[src/rtl/vga_main.sv]
// -----------------------------------------------------------------------------
// vga_main -- 640x480@60 Hz VGA test-pattern generator.
//
// Free-running horizontal (x) and vertical (y) pixel counters produce
// registered, negative-polarity hsync/vsync and 1-bit-per-channel RGB.
// Eight vertical colour bars (white on the left, black on the right) fill the
// visible area; everything outside the visible area is black.
//
// Ports
//   _i_clk    in   1  pixel clock (25.175/25 MHz), rising edge only
//   _i_rst    in   1  synchronous, active-high reset
//   __output  out  5  {hsync, vsync, r, g, b}; bit4 = hsync, bit0 = b
//
// Build option
//   VGA_CHECKER_EN  when defined, visible RGB is XORed with {3{x[5]^y[5]}},
//                   overlaying a 32x32 inverting checkerboard on the bars.
//                   Sync timing is identical in both builds.
//
// Timing parameters default to the 640x480@60 mode; they exist so the same
// logic can be exercised with a shrunken raster.
// -----------------------------------------------------------------------------
module vga_main #(
  parameter int H_VISIBLE = 640,
  parameter int H_FRONT   = 16,
  parameter int H_SYNC    = 96,
  parameter int H_BACK    = 48,
  parameter int V_VISIBLE = 480,
  parameter int V_FRONT   = 10,
  parameter int V_SYNC    = 2,
  parameter int V_BACK    = 33,
  parameter int BAR_WIDTH = 80
) (
  input  logic       _i_clk,
  input  logic       _i_rst,
  output logic [4:0] __output
);

  localparam int H_TOTAL = H_VISIBLE + H_FRONT + H_SYNC + H_BACK;
  localparam int V_TOTAL = V_VISIBLE + V_FRONT + V_SYNC + V_BACK;

  localparam logic [9:0] H_LAST   = 10'(H_TOTAL - 1);
  localparam logic [9:0] V_LAST   = 10'(V_TOTAL - 1);
  localparam logic [9:0] H_VIS    = 10'(H_VISIBLE);
  localparam logic [9:0] V_VIS    = 10'(V_VISIBLE);
  localparam logic [9:0] HS_FIRST = 10'(H_VISIBLE + H_FRONT);
  localparam logic [9:0] HS_LAST  = 10'(H_VISIBLE + H_FRONT + H_SYNC - 1);
  localparam logic [9:0] VS_FIRST = 10'(V_VISIBLE + V_FRONT);
  localparam logic [9:0] VS_LAST  = 10'(V_VISIBLE + V_FRONT + V_SYNC - 1);
  localparam logic [6:0] BAR_LAST = 7'(BAR_WIDTH - 1);

  localparam logic [4:0] OUT_RESET = 5'b11000;

  logic [9:0] x_q, x_d;
  logic [9:0] y_q, y_d;
  logic [2:0] bar_q, bar_d;
  logic [6:0] bar_px_q, bar_px_d;
  logic [4:0] out_q, out_d;

  logic       x_wrap_s;
  logic       hsync_s;
  logic       vsync_s;
  logic       visible_s;
  logic [2:0] bars_s;
  logic [2:0] pattern_s;
  logic [2:0] rgb_s;

  // Raster counters: x wraps at the end of a line, y advances on that same edge.
  always_comb begin
    x_wrap_s = (x_q == H_LAST);
    if (x_wrap_s) begin
      x_d = 10'd0;
      if (y_q == V_LAST) begin
        y_d = 10'd0;
      end else begin
        y_d = y_q + 10'd1;
      end
    end else begin
      x_d = x_q + 10'd1;
      y_d = y_q;
    end
  end

  // Bar index tracks x / BAR_WIDTH without a divider; both counters restart
  // whenever the next x is 0 so that bar = 0 while x = 0.
  always_comb begin
    if (x_wrap_s) begin
      bar_d    = 3'd0;
      bar_px_d = 7'd0;
    end else if (bar_px_q == BAR_LAST) begin
      bar_d    = bar_q + 3'd1;
      bar_px_d = 7'd0;
    end else begin
      bar_d    = bar_q;
      bar_px_d = bar_px_q + 7'd1;
    end
  end

  // Output decode from the current (pre-increment) counter values.
  always_comb begin
    hsync_s   = !((x_q >= HS_FIRST) && (x_q <= HS_LAST));
    vsync_s   = !((y_q >= VS_FIRST) && (y_q <= VS_LAST));
    visible_s = (x_q < H_VIS) && (y_q < V_VIS);
    bars_s    = 3'd7 - bar_q;
`ifdef VGA_CHECKER_EN
    pattern_s = bars_s ^ {3{x_q[5] ^ y_q[5]}};
`else
    pattern_s = bars_s;
`endif
    if (visible_s) begin
      rgb_s = pattern_s;
    end else begin
      rgb_s = 3'b000;
    end
    out_d = {hsync_s, vsync_s, rgb_s};
  end

  // State and output registers; reset wins over any raster position.
  always_ff @(posedge _i_clk) begin
    if (_i_rst) begin
      x_q      <= 10'd0;
      y_q      <= 10'd0;
      bar_q    <= 3'd0;
      bar_px_q <= 7'd0;
      out_q    <= OUT_RESET;
    end else begin
      x_q      <= x_d;
      y_q      <= y_d;
      bar_q    <= bar_d;
      bar_px_q <= bar_px_d;
      out_q    <= out_d;
    end
  end

  assign __output = out_q;

endmodule

[config.mk]
export PLATFORM = sky130hd
export DESIGN_NAME = vga_main
export DESIGN_NICKNAME = d
export VERILOG_FILES = /design/src/rtl/vga_main.sv
export SDC_FILE = /design/constraint.sdc
export NUM_CORES = 1
export LEC_CHECK = 0
export ABC_CLOCK_PERIOD_IN_PS = 1540
export CAP_MARGIN = 20
export CORE_UTILIZATION = 40
export CTS_BUF_LIST = sky130_fd_sc_hd__clkbuf_4 sky130_fd_sc_hd__clkbuf_8
export CTS_CLUSTER_DIAMETER = 30
export CTS_CLUSTER_SIZE = 10
export DETAILED_ROUTE_END_ITERATION = 12
export PLACE_DENSITY = 0.66
export SLEW_MARGIN = 40
export SYNTH_ARGS = -nofsm -noshare
export SYNTH_HDL_FRONTEND = slang
export SYNTH_SLANG_ARGS = --single-unit
[constraint.sdc]
create_clock -name _i_clk -period 1.54 [get_ports _i_clk]
set_clock_uncertainty 0.15 [all_clocks]
set_input_delay 0.308 -clock _i_clk [delete_from_list [all_inputs] [get_ports _i_clk]]
set_output_delay 0.308 -clock _i_clk [all_outputs]
set_load 0.03 [all_outputs]
* Word level (Yosys, flattened, before mapping) *
Index checks and enable logic that the tools add are counted.

storage, ports and cells
  register bits after elaboration = 35
  input port bits = 2
  output and inout port bits = 5
  word-level logic and storage cells = 30

cells by class
  $add $sub $neg = 5
  order comparisons = 6
  equality and inequality tests = 3
  mux-type cells = 1
  bitwise logic cells = 1
  reductions and logical operators = 8

operators with widths
  kind                     count
  $add A10 B1 Y10 const B  2
  $eq A10 B10 Y1 const B   2
  $ge A10 B10 Y1 const B   1
  $ge A10 B9 Y1 const B    1
  $le A10 B10 Y1 const B   1
  $le A10 B9 Y1 const B    1
  $lt A10 B10 Y1 const B   1
  $lt A10 B9 Y1 const B    1
  $mux W10                 1
  $add A7 B1 Y7 const B    1
  $eq A7 B7 Y1 const B     1
  $reduce_or A2 Y1         2
  $add A3 B1 Y3 const B    1
  $logic_and A1 B1 Y1      3
  $reduce_or A3 Y1         1
  $sub A3 B3 Y3 const A    1
  $logic_not A1 Y1         2
  $not A1 Y1               1

* Logic depth before layout (Yosys ltp) *
Gate-level depths: netlist of run 1.

  depth after elaboration = 4
  depth in mapped cells = 6
  depth with buffers taken out = 6

* Worst setup path before layout of run 1 *
No wires, ideal clock.

  kind = reg2reg
  from = register x_q[0]
  to = register y_q[3]
  library setup time = 0.066 ns
  data arrival time = 1.489 ns
  data required time = 1.324 ns
  slack = -0.165 ns
  cell stages (with the launch flop) = 7
  buffers on the path = 1
  period minus slack after synthesis = 1.705 ns
  cell sequence = dfxtp_1 ha_1 and4_1 buf_6 nand3_4 or3_1 a21oi_2

between the ends
  cells in the longest elaborated chain, start to end = 1

RTL lines
  item                      RTL line  source
  start: declaration        53        logic [9:0] x_q, x_d;
  start signal: assignment  120       x_q <= 10'd0;
  start signal: assignment  126       x_q <= x_d;
  $eq A10 B10 Y1            69        x_wrap_s = (x_q == H_LAST);
  end signal: assignment    127       y_q <= y_d;
  end: declaration          54        logic [9:0] y_q, y_d;

Every way passes these cells.
A chain may end at the register's enable or synchronous reset.

* Worst setup path after layout of run 1 *
  from = register x_q[1]
  to = register y_q[9]

Same word-level chain as after synthesis.

==> summary.md, run 1 <==
| Metric | Value |
|---|---|
| Worst Path Max Fanout | 5 |
| Register area share after synthesis | 45.4% |
| Drt pass-1 iters | 4 |
| Vias per std cell | 5.11 |
| Clock Tree Buf Depth | 2 |
| Vias in the first global route | 1314 |
| TritonCTS buffer count | 5 |
| Filler Cell Count | 337 |
| Register Area | a little over 700 um2 |
| Ys Warns | 0 |
| Syn Nets | 172 |
| Clock sink count | 35 |
| Cell chain of the critical path | ha_4, and4_1, buf_6, nand4_2, or3_1, a21oi_1 |
| Final Wtd Congestion | 0.771 |
| Max_cap viols | 0 |
| Post-Synthesis Cells | 163 |
| Failing checks | negative setup slack |
| Required time of the critical path | 1.62 ns |
| Combinational fraction of design power | 4.5% |
| Row cnt | 22 |
| DRC | 0 |
| Least-Margin Pin Slew | 0.351 ns |
| Power Dens Cells | about 900 nW/um2 |
| CP arrival | 1.71 ns |
| CP peak stage delay | 0.36 ns |
| CP bufs+invs | 1 |
| Boundary Pins | 7 |
| Final hold vios | 0 |
| Core ar. | 3690 um2 |
| P&R area growth vs syn | 32.4% |
| Top cells by area, synth | dfxtp_1 (45%), nor2_1 (6.3%), xor2_1 (6.2%) |
| Die Area | 4110 um2 |
| Clock share of power | 45.8% |
| Area fraction of the dominant cell type after synthesis | a little under half |
| Delay-heaviest family, CP | simple AND/OR/NAND/NOR gates |
| Ant diodes | 0 |
| NetSw | 0.396 mW |
| Switching share of total power | 21.1% |
| Ys async rst share | 0% |
| HPWL after detailed placement | 2270 um |
| CTS root buffer | clkbuf_8 |
| Post-route insts no fill | 250 |
| Setup WS post-layout | -0.0914 ns |
| Mean routed wirelength per cell | 12.9 um |
| Most frequent cells in the layout | dfxtp_1 (31), nor2_1 (26), buf_4 (25) |
| Final Cycle Share | 106% |
| Largest area contributor in the netlist | dfxtp_1 |
| Layout cells sized above 1 | around 28% |
| Syn Area/Cell | 9.47 um2 |
| RSZ-0062 raised after global routing | yes |
| Final setup viols | 10 |
| DIE WIDTH | 64.1 um |
| Clock Pin Slew Worst Setup and Hold Paths | 0.07 ns |
| Drt initial violations | 37 |
| Leading cell type in the layout, fill and taps excluded | dfxtp_1 |
| Flops & latches, synth | 35 |
| Crit path kind | flip-flop to flip-flop |
| All-layer global routing usage | 18.0% |
| Nets | 210 |
| Post-DRT Antenna Nets | 0 |
| Max-slew violations | 0 |
| Min Tclk post-route | 1.63 ns |
| Core Util, Final | 55.4% |
| Die Ht | 64.1 um |
| Pin count of the biggest net entering global routing | 12 |
| Critical path's slowest cell | dfxtp_2 |
| Tot Pwr | 1.88 mW |
| Reg power frac | 49.7% |
| # H-tree levels | 2 |
| Leak Pwr | 0.834 nW |
| Vias | 1277 |
| Crit end category | flip-flop |
| Hold crit path type | flip-flop to flip-flop |
| First-pass GRT wire length | 5690 um |
| P_int | 1.48 mW |
| TritonCTS clock tree | done |
| Total wire length | 3220 um |
| GRT overflow | 0 |
| Count of different cell masters after synthesis | 34 |
| IO Port Bufs | 6 |
| Primary FF master, synth | dfxtp_1 |
| Worst skew pair latency | between 0.2 and 0.3 ns |
| Multi-input gate area | 871 um2 |
| Peak supply drop | 717 uV |
| Initial Utilization | between 40% and 50% |
| Max-slew headroom | 76.6% |
| CP Launch Type | flip-flop |
| EDFF count, synth | 0 |
| Status | complete, but fails checks |
| Synthesized area | about 1500 um2 |
| Placed Instances | 238 |
| F_max | 613 MHz |
| Initial antenna violation count | 0 |
area by class of cell:
cell class              instances  share of cell area, %
inverters                       7                   1.29
flip-flops and latches         35                   34.5
clock buffers                   6                   4.04
multi-input cells             119                   42.6
well taps                      48                   2.94
repair buffers                 33                   12.9
clock inverters                 2                   1.71
routing by layer:
| metal | part of all wire (%) | track usage (%) | wire length, um |
|---|---|---|---|
| met2 | 52 | 32.0 | 1680 |
| met4 | 2.4 | 8.61 | 78 |
| met3 | 3.4 | 5.71 | 108 |
| met5 | 0 | 0 | 0 |
| met1 | 42 | 19.1 | 1350 |
Yosys cell counts, types with 2 or more instances:
| master | n |
|---|---|
| ha_1 | 7 |
| mux2i_1 | 2 |
| xnor2_1 | 7 |
| xor2_1 | 11 |
| nor2_1 | 26 |
| nand4_1 | 7 |
| nand3_1 | 9 |
| dfxtp_1 | 35 |
| and3_1 | 5 |
| clkbuf_1 | 2 |
| inv_1 | 7 |
| o21ai_0 | 7 |
| and4_1 | 3 |
| nand2_1 | 6 |
| a21oi_1 | 5 |
| nor4bb_1 | 2 |
| or3_1 | 5 |
state kept, by name (all words and copies together) (netlist names):
| signal | count |
|---|---|
| x_q | 10 |
| __output | 5 |
| y_q | 10 |
| bar_px_q | 7 |
| bar_q | 3 |
what timing repair did:
| action | 4_1_cts | 5_1_grt |
|---|---|---|
| pin swaps | 6 | 4 |
| setup endpoints to repair | 31 | 28 |
| resized for setup | 12 | 7 |
| setup buffers | 2 | 1 |
| cloned | 1 | 0 |
| hold buffers | 0 | 0 |
kinds of logic (layout without fill, tap and decap cells):
family                   after synthesis  count (layout)  synth area share (%)
AND/OR/NAND/NOR                       75              75                  28.4
flip-flops                            35              35                  45.4
XOR/XNOR                              18              18                  10.2
AO/OA/AOI/OAI                         16              17                  6.08
buffers and inverters                 10              48                  2.92
adder cells (fa/ha/maj)                7               7                  5.67
multiplexers                           2               2                  1.30
power groups by stage:
stage	clock network (mW)	registers [mW]	logic, mW
CTS	0.868	0.934	0.0855
finish	0.860	0.934	0.0848
global placement	0	0.954	0.0804
floorplan	0	0.965	0.0332
global route	0.910	0.935	0.0933
detailed placement	0	0.955	0.0828
metrics by stage:
stage | setup slack, ns | area [um2] | hold WS [ns] | TNS, ns
floorplan | -0.0121 | 1560 | 0.227 | -0.0732
global placement | -0.178 | 1840 | 0.273 | -2.34
detailed placement | -0.197 | 1840 | 0.283 | -3.25
CTS | -0.0982 | 2010 | 0.295 | -1.71
global route | -0.205 | 2040 | 0.318 | -2.58
finish | -0.0914 | 2040 | 0.289 | -0.650
worst paths after layout:
kind / from / endpoint / slack (ns) / depth (start not counted)
setup / recovery: x_q[1]$_SDFF_PP0_ / y_q[9]$_SDFFE_PP0N_ / -0.09 / 6
hold / removal: bar_q[2]$_SDFFE_PP0P_ / __output[2]$_SDFF_PP0_ / 0.29 / 1
setup reg to reg: x_q[1]$_SDFF_PP0_ / y_q[9]$_SDFFE_PP0N_ / -0.09 / 6
hold reg to reg: bar_q[2]$_SDFFE_PP0P_ / __output[2]$_SDFF_PP0_ / 0.29 / 1
Note: power is estimated with default switching activity, not from simulation.
==> run 2: changes to the inputs <==
CTS_BUF_LIST = default   (was sky130_fd_sc_hd__clkbuf_4 sky130_fd_sc_hd__clkbuf_8)
==> results of run 2 <==
Final layout, timing and power as in run 1 (identical DEF).
